`src/rtl/wb_burst_master.sv`:
```
// wb_burst_master: Wishbone B3 master turning commands into single or incrementing-burst cycles,
// with a write-stream holding register, a read-data stream and an ack timeout.
module wb_burst_master #(
    parameter int AW     = 32,
    parameter int DW     = 32,
    parameter int LW     = 8,
    parameter int TO_CYC = 1024
) (
    input  logic            wb_clk_i,
    input  logic            wb_rst_i,
    input  logic            cmd_valid,
    output logic            cmd_ready,
    input  logic            cmd_we,
    input  logic [AW-1:0]   cmd_addr,
    input  logic [LW-1:0]   cmd_len,
    input  logic [DW-1:0]   wr_data,
    input  logic            wr_valid,
    output logic            wr_ready,
    output logic [DW-1:0]   rd_data,
    output logic            rd_valid,
    output logic            done,
    output logic            err,
    output logic            wb_cyc_o,
    output logic            wb_stb_o,
    output logic            wb_we_o,
    output logic [AW-1:0]   wb_addr_o,
    output logic [DW-1:0]   wb_dat_o,
    output logic [DW/8-1:0] wb_sel_o,
    output logic [2:0]      wb_cti_o,
    input  logic [DW-1:0]   wb_dat_i,
    input  logic            wb_ack_i
);
    localparam int TW = $clog2(TO_CYC + 1);

    typedef enum logic [1:0] {IDLE, WR, RD} state_t;

    state_t        r_state, w_state_n;
    logic          r_cyc, r_stb, r_we, r_rd_valid, r_done, r_err;
    logic [AW-1:0] r_addr;
    logic [DW-1:0] r_dat, r_rd_data;
    logic [LW-1:0] r_beats, r_idx, r_loaded;
    logic [TW-1:0] r_to;
    logic          w_start, w_ack, w_last, w_fin, w_abort, w_wr_ready, w_pop;

    assign cmd_ready  = (r_state == IDLE) && !r_done && !r_err;
    assign w_start    = cmd_valid && cmd_ready;
    assign w_ack      = r_stb && wb_ack_i;
    assign w_last     = r_idx == r_beats - LW'(1);
    assign w_fin      = w_ack && w_last;
    assign w_abort    = r_cyc && !w_ack && (r_to == TW'(TO_CYC - 1));
    assign w_wr_ready = (r_state == WR) && (!r_stb || wb_ack_i) && (r_loaded < r_beats) && !w_abort;
    assign w_pop      = wr_valid && w_wr_ready;

    assign wr_ready  = w_wr_ready;
    assign rd_data   = r_rd_data;
    assign rd_valid  = r_rd_valid;
    assign done      = r_done;
    assign err       = r_err;
    assign wb_cyc_o  = r_cyc;
    assign wb_stb_o  = r_stb;
    assign wb_we_o   = r_we;
    assign wb_addr_o = r_addr;
    assign wb_dat_o  = r_dat;
    assign wb_sel_o  = {(DW/8){1'b1}};
    assign wb_cti_o  = (!r_cyc || r_beats == LW'(1)) ? 3'b000 : w_last ? 3'b111 : 3'b010;

    always_comb begin
        w_state_n = r_state;
        w_state_n = (r_state == IDLE) ? (w_start ? (cmd_we ? WR : RD) : IDLE)
                                      : ((w_fin || w_abort) ? IDLE : r_state);
    end

    always_ff @(posedge wb_clk_i) begin
        if (wb_rst_i) r_state <= IDLE;
        else          r_state <= w_state_n;
    end

    always_ff @(posedge wb_clk_i) begin
        if (wb_rst_i) begin
            r_cyc      <= 1'b0;
            r_stb      <= 1'b0;
            r_we       <= 1'b0;
            r_rd_valid <= 1'b0;
            r_done     <= 1'b0;
            r_err      <= 1'b0;
            r_addr     <= '0;
            r_dat      <= '0;
            r_rd_data  <= '0;
            r_beats    <= '0;
            r_idx      <= '0;
            r_loaded   <= '0;
            r_to       <= '0;
        end else begin
            r_done     <= 1'b0;
            r_err      <= 1'b0;
            r_rd_valid <= 1'b0;
            if (w_ack) begin
                r_addr <= r_addr + AW'(DW/8);
                r_idx  <= r_idx + LW'(1);
                r_to   <= '0;
            end else if (r_cyc) begin
                r_to <= r_to + TW'(1);
            end
            if (w_ack && !r_we) begin
                r_rd_data  <= wb_dat_i;
                r_rd_valid <= 1'b1;
            end
            // a fresh word keeps the strobe up even when the current one is acked
            if (w_pop) begin
                r_dat    <= wr_data;
                r_loaded <= r_loaded + LW'(1);
                r_stb    <= 1'b1;
            end else if (w_ack && r_we) begin
                r_stb <= 1'b0;
            end
            if (w_start) begin
                r_we     <= cmd_we;
                r_addr   <= cmd_addr;
                r_beats  <= (cmd_len == '0) ? LW'(1) : cmd_len;
                r_idx    <= '0;
                r_loaded <= '0;
                r_to     <= '0;
                r_cyc    <= 1'b1;
                r_stb    <= !cmd_we;
            end else if (w_fin || w_abort) begin
                r_cyc  <= 1'b0;
                r_stb  <= 1'b0;
                r_we   <= 1'b0;
                r_done <= w_fin;
                r_err  <= w_abort;
            end
        end
    end
endmodule
```
`config.mk`:
```
export PLATFORM = sky130hd
export DESIGN_NAME = wb_burst_master
export DESIGN_NICKNAME = d
export VERILOG_FILES = /design/src/rtl/wb_burst_master.sv
export SDC_FILE = /design/constraint.sdc
export NUM_CORES = 1
export LEC_CHECK = 0
export BUFFER_PORTS_ARGS = -buffer_cell sky130_fd_sc_hd__buf_4
export CELL_PAD_IN_SITES_DETAIL_PLACEMENT = 1
export CELL_PAD_IN_SITES_GLOBAL_PLACEMENT = 2
export CORE_MARGIN = 1
export CORE_UTILIZATION = 26
export DETAILED_ROUTE_END_ITERATION = 16
export PLACE_DENSITY_LB_ADDON = 0.1
export SKIP_CTS_REPAIR_TIMING = 1
export SLEW_MARGIN = 20
export SYNTH_ARGS = -nofsm -noshare
export SYNTH_HDL_FRONTEND = slang
export SYNTH_SLANG_ARGS = --single-unit
```
`constraint.sdc`:
```
create_clock -name wb_clk_i -period 2.2 [get_ports wb_clk_i]
set_input_delay 0.44 -clock wb_clk_i [delete_from_list [all_inputs] [get_ports wb_clk_i]]
set_output_delay 0.44 -clock wb_clk_i [all_outputs]
set_load 0.01 [all_outputs]
```
* After elaboration in Yosys (flattened, before gate mapping)
Index checks and enable logic that the tools add are counted.
** Operators by class
- $add $sub $neg :: 5
- $mul :: 0
- Divide/modulo/power cells :: 0
- Magnitude comparators :: 1
- Eq/ne operators :: 4
- Shifts and indexed selects :: 0
- Mux-type cells :: 17
- Bitwise operators :: 1
- Reduce and logical (&&, ||, !) cells :: 33
** Operators by type and width (number)
- 32-bit 2-to-1 mux :: 2
- 32-bit by 3-bit adder with 32-bit output, second input constant :: 1
- 8-bit by 1-bit adder with 8-bit output, second input constant :: 2
- 1-bit logical AND :: 13
- 11-bit by 1-bit adder with 11-bit output, second input constant :: 1
- 11-bit by 10-bit equality test with 1-bit output, second input constant :: 1
- 8-bit by 1-bit equality test with 1-bit output, second input constant :: 1
- 8-bit equality test :: 1
- 1-bit logical NOT :: 8
- 8-bit logical NOT :: 1
- 8-bit less-than comparator :: 1
- 1-bit 2-to-1 mux :: 8
- 2-bit 2-to-1 mux :: 4
- 8-bit 2-to-1 mux :: 1
- 8-bit by 1-bit subtractor with 8-bit output, second input constant :: 1
- 3-bit 2-to-1 mux :: 2
- 2-bit nonzero test :: 3
- 3-bit OR reduction :: 2
- 4-bit nonzero test :: 1
- 1-bit logical OR :: 3
- 2-bit by 1-bit equality test with 1-bit output, second input constant :: 1
- 2-bit logical NOT :: 1
- 2-bit OR reduction :: 1
- 1-bit inverter :: 1
** Word-level totals
- Flip-flop bits (word level) :: 139
- Bits in latches :: 0
- Bits in writable memories :: 0
- Bits in read-only memories :: 0
- Input bits :: 110
- Output and inout port bits :: 111
- Word-level logic and storage cells :: 75
- Memories :: 0

* Longest topological paths before layout
- Depth after elaboration :: 10
- Depth in mapped cells :: 10
- Depth with buffers taken out :: 8

* Worst setup path after synthesis
No wires, ideal clock.
- Path type :: register to output
- From :: reg r_beats[0]
- To :: out wb_cti_o[2]
- Arrival time :: 1977 ps
- Required time :: 1760 ps
- Path slack :: -217 ps
- Cell stages (with the launch flop) :: 9
- Path buffers :: 2
- Cell sequence :: dfxtp_1 inv_2 ha_1 buf_2 xor2_1 or3_1 a211oi_2 and4b_1 buf_4
** Between the ends
- Word-level cells in the longest chain between the ends :: 4
- Elaborated cells on any way between the ends :: 6
- Those cells by class :: add/sub: 1; eq/ne: 2; mux: 2; reduce/logical: 1
** RTL lines
- start: declaration :: line 41 : logic [LW-1:0] r_beats, r_idx, r_loaded;
- start signal: assignment :: line 119 : r_beats <= (cmd_len == '0) ? LW'(1) : cmd_len;
- 8-bit by 1-bit subtractor with 8-bit output :: line 48 : assign w_last = r_idx == r_beats - LW'(1);
- 8-bit equality test :: line 48
- 3-bit 2-to-1 mux :: line 65 : assign wb_cti_o = (!r_cyc || r_beats == LW'(1)) ? 3'b000 : w_last ? 3'b111 : 3'b010;
- 3-bit 2-to-1 mux * :: line 65
- end: declaration :: line 29 : output logic [2:0] wb_cti_o,
Mark *: on every way between the ends. The rest lies on a longest branch, timed or not.

* Worst setup path in the final report
- From :: reg r_beats[1]
- To :: out wb_cti_o[0]
Same word-level chain as after synthesis.

==> flow_summary_export.csv <==
group,metric,value,unit
finish,multi_input_area,3380,µm²
sta,final.min_clock_period,2640,ps
drt,ant_nets,0,
power_and_ir_drop,power_density,711,nW/µm²
global_routing,busiest_layer,"met2",
global_routing,grtUsageMet2,0.299,
drt,via_count,6012,
drt,dr.pass1.iters,4,
placed_design,dp.final_hpwl,15500,µm
floorplan,die_h,157,µm
global_routing,grt-ovfl-total,0,
finish,antenna_cells,0,
finish,regArea,2800,µm²
floorplan,die-area,24600,µm²
placed_design,gp_congestion,0.858,
global_routing,use_met3,0.0592,
worst_setup_path,path_max_fanout,6,
drt,wl_per_cell,16.5,µm
sta,hold_viol_final,0,
sta,rsz0062_at_grt,"true",
global_routing,use_met1,0.192,
synth,synth_edf_count,0,
clock_network,clockBufferDepth,2,
synth,synthCells,719,
synth,synth_seq_cells,139,
global_routing,antenna_found_initial,0,
clock_network,h-tree-depth,4,
sta,max-slew-margin-rel,0.638,
synth,ys_types,56,
finish,fin_area,9390,µm²
clock_network,numCtsBuffers,17,
drt,vias_per_cell,4.63,
floorplan,core_area,23500,µm²
sta,fin_crit_sh,1.20,
drt,drt_iter0_markers,163,
status,violations,"setup timing",
sta,worst_slack,-437,ps
global_routing,grt_pass1_wl,32500,µm
sta,fin_skew,13.6,ps
floorplan,start_util,0.266,
global_routing,grt_max_degree,66,
finish,drive_gt1_frac,0.371,
sta,setup_viol,4,
clock_network,clock-sinks,139,
floorplan,fp-row-count,56,
finish,layout.nets,1089,
finish,n_fill_cell,2778,
min_path,hold_class,"in2reg",
synth,synth.cell_area,6240,µm²
status,status,"complete, but fails checks",
sta,fmax,0.379,GHz
placed_design,port_buffers,216,
synth,ys_seq_area_frac,0.446,
sta,slew_viol_final,0,
finish,final_common_cell,"buf_4",
clock_network,insertion_delay,430,ps
finish,area_growth,50.6,%
synth,ys.warnings.count,0,
sta,worstMarginPinSlew,538,ps
clock_network,cts.clk_slew.worst_paths,70,ps
clock_network,tritoncts,"built",
synth,async_reset_ff_frac,0,
job,cap_viol_max_count,0,
worst_setup_path,worstPathRequired,1760,ps
worst_setup_path,cp-end-kind,"output port",
global_routing,grt_pass1_vias,6439,
power_and_ir_drop,leakagePower,4.03,nW
placed_design,placed_area,8410,µm²
synth,syn_avg_cell_area,8.68,µm²
floorplan,ios,221,
clock_network,cts-root-buf,"clkbuf_16",
floorplan,die_x,157,µm
finish,mostFrequentLayoutCells,"253 x buf_4, 132 x dfxtp_1, 113 x nand2_1",
power_and_ir_drop,peakVddDrop,446,µV
sta,timing.hold.ws,247,ps
worst_setup_path,critical_path_class,"reg2out",
drt,routed_wirelength,21400,µm
drt,drc,0,
global_routing,grtUsageTotal,0.171,
worst_setup_path,crit_arrival,2200,ps
synth,synth_top_flop_cell,"dfxtp_1",
placed_design,pre_cts_ws,-61.9,ps
worst_setup_path,crit_path_start_kind,"flop",
-- worst max-delay path, cell delays in order (launching register included) --
cell      delay, ps
dfxtp_4         370
inv_2            60
ha_4            190
xor2_1          150
or3_1           330
a211oi_2        260
and4b_1         290
buf_6           120
-- cell usage after synthesis (all sizes together), types with 4 or more instances --
| library cell | count | area (µm²) |
|---|---|---|
| nand4 | 14 | 109 |
| xnor2 | 28 | 245 |
| ha | 13 | 163 |
| nor2 | 91 | 342 |
| and3 | 4 | 30.0 |
| mux2i | 36 | 360 |
| o21ai | 7 | 35.0 |
| nand3 | 15 | 75.1 |
| and2 | 5 | 31.3 |
| clkbuf | 30 | 113 |
| xor2 | 26 | 228 |
| nand2 | 118 | 448 |
| a21oi | 51 | 267 |
| and4 | 4 | 37.5 |
| a211oi | 31 | 238 |
| dfxtp | 139 | 2780 |
| buf | 16 | 114 |
| nor3 | 16 | 95.1 |
| nor4 | 6 | 71.3 |
| or4 | 4 | 30.0 |
| inv | 21 | 78.8 |
| or3 | 9 | 56.3 |
-- metrics by stage --
stage | total power (W) | utilization | instances | setup TNS, ps
after global routing | 0.00703 | 0.400 | 1298 | -2700
after global placement | 0.00383 | 0.358 | 1251 | 0
final | 0.00668 | 0.400 | 1298 | -1100
after CTS | 0.00669 | 0.382 | 1283 | -2490
after floorplan | 0.00332 | - | 722 | -21.3
after detailed placement | 0.00387 | 0.358 | 1251 | -1080
-- path summary, 6_finish.rpt --
kind | to | cells after the start | from | slack (ps)
setup / recovery | wb_cti_o[0] | 7 | r_beats[1] | -440
hold / removal | wb_dat_o[12] | 3 | wr_data[12] | 250
setup reg to reg | wb_dat_o[30] | 11 | r_beats[5] | 30
hold reg to reg | rd_data[8] | 2 | rd_data[8] | 460
-- state kept, by name, indices dropped and copies added (netlist names), 2 cells and up --
register,count
r_loaded,8
rd_data,32
r_to,11
r_beats,8
r_idx,8
wb_addr_o,32
wb_dat_o,32
r_state,2
-- cell families (layout without fill, tap and decap cells) --
kind of cell	Yosys count	in the layout	synth area share
simple gates	297	298	0.226
xor+xnor	54	54	0.0758
compound gates	112	112	0.119
buf+inv	67	323	0.0489
mux	36	36	0.0578
other cells	1	4	0.000601
flops	139	139	0.446
fa+ha+maj	13	13	0.0261
-- where the power goes --
group	internal, W	switching (W)	total [W]
combinational	0.000595	0.000564	0.00116
clock	0.00149	0.00128	0.00277
sequential	0.00264	0.000114	0.00276
total	0.00473	0.00196	0.00668
-- layout make-up --
class                   instances  area share
clock buffers                  18      0.0457
multi-input cells             517       0.359
well taps                     319      0.0425
repair buffers                270       0.233
clock inverters                14      0.0135
flip-flops and latches        139       0.298
inverters                      21     0.00866
-- routing by layer --
layer	up-vias	wire length [µm]
met3	11	1440
met4	0	158
met2	128	10900
li1	2947	-
met5	-	0
met1	2926	8850
No activity file was read; power rests on OpenSTA's default activity.
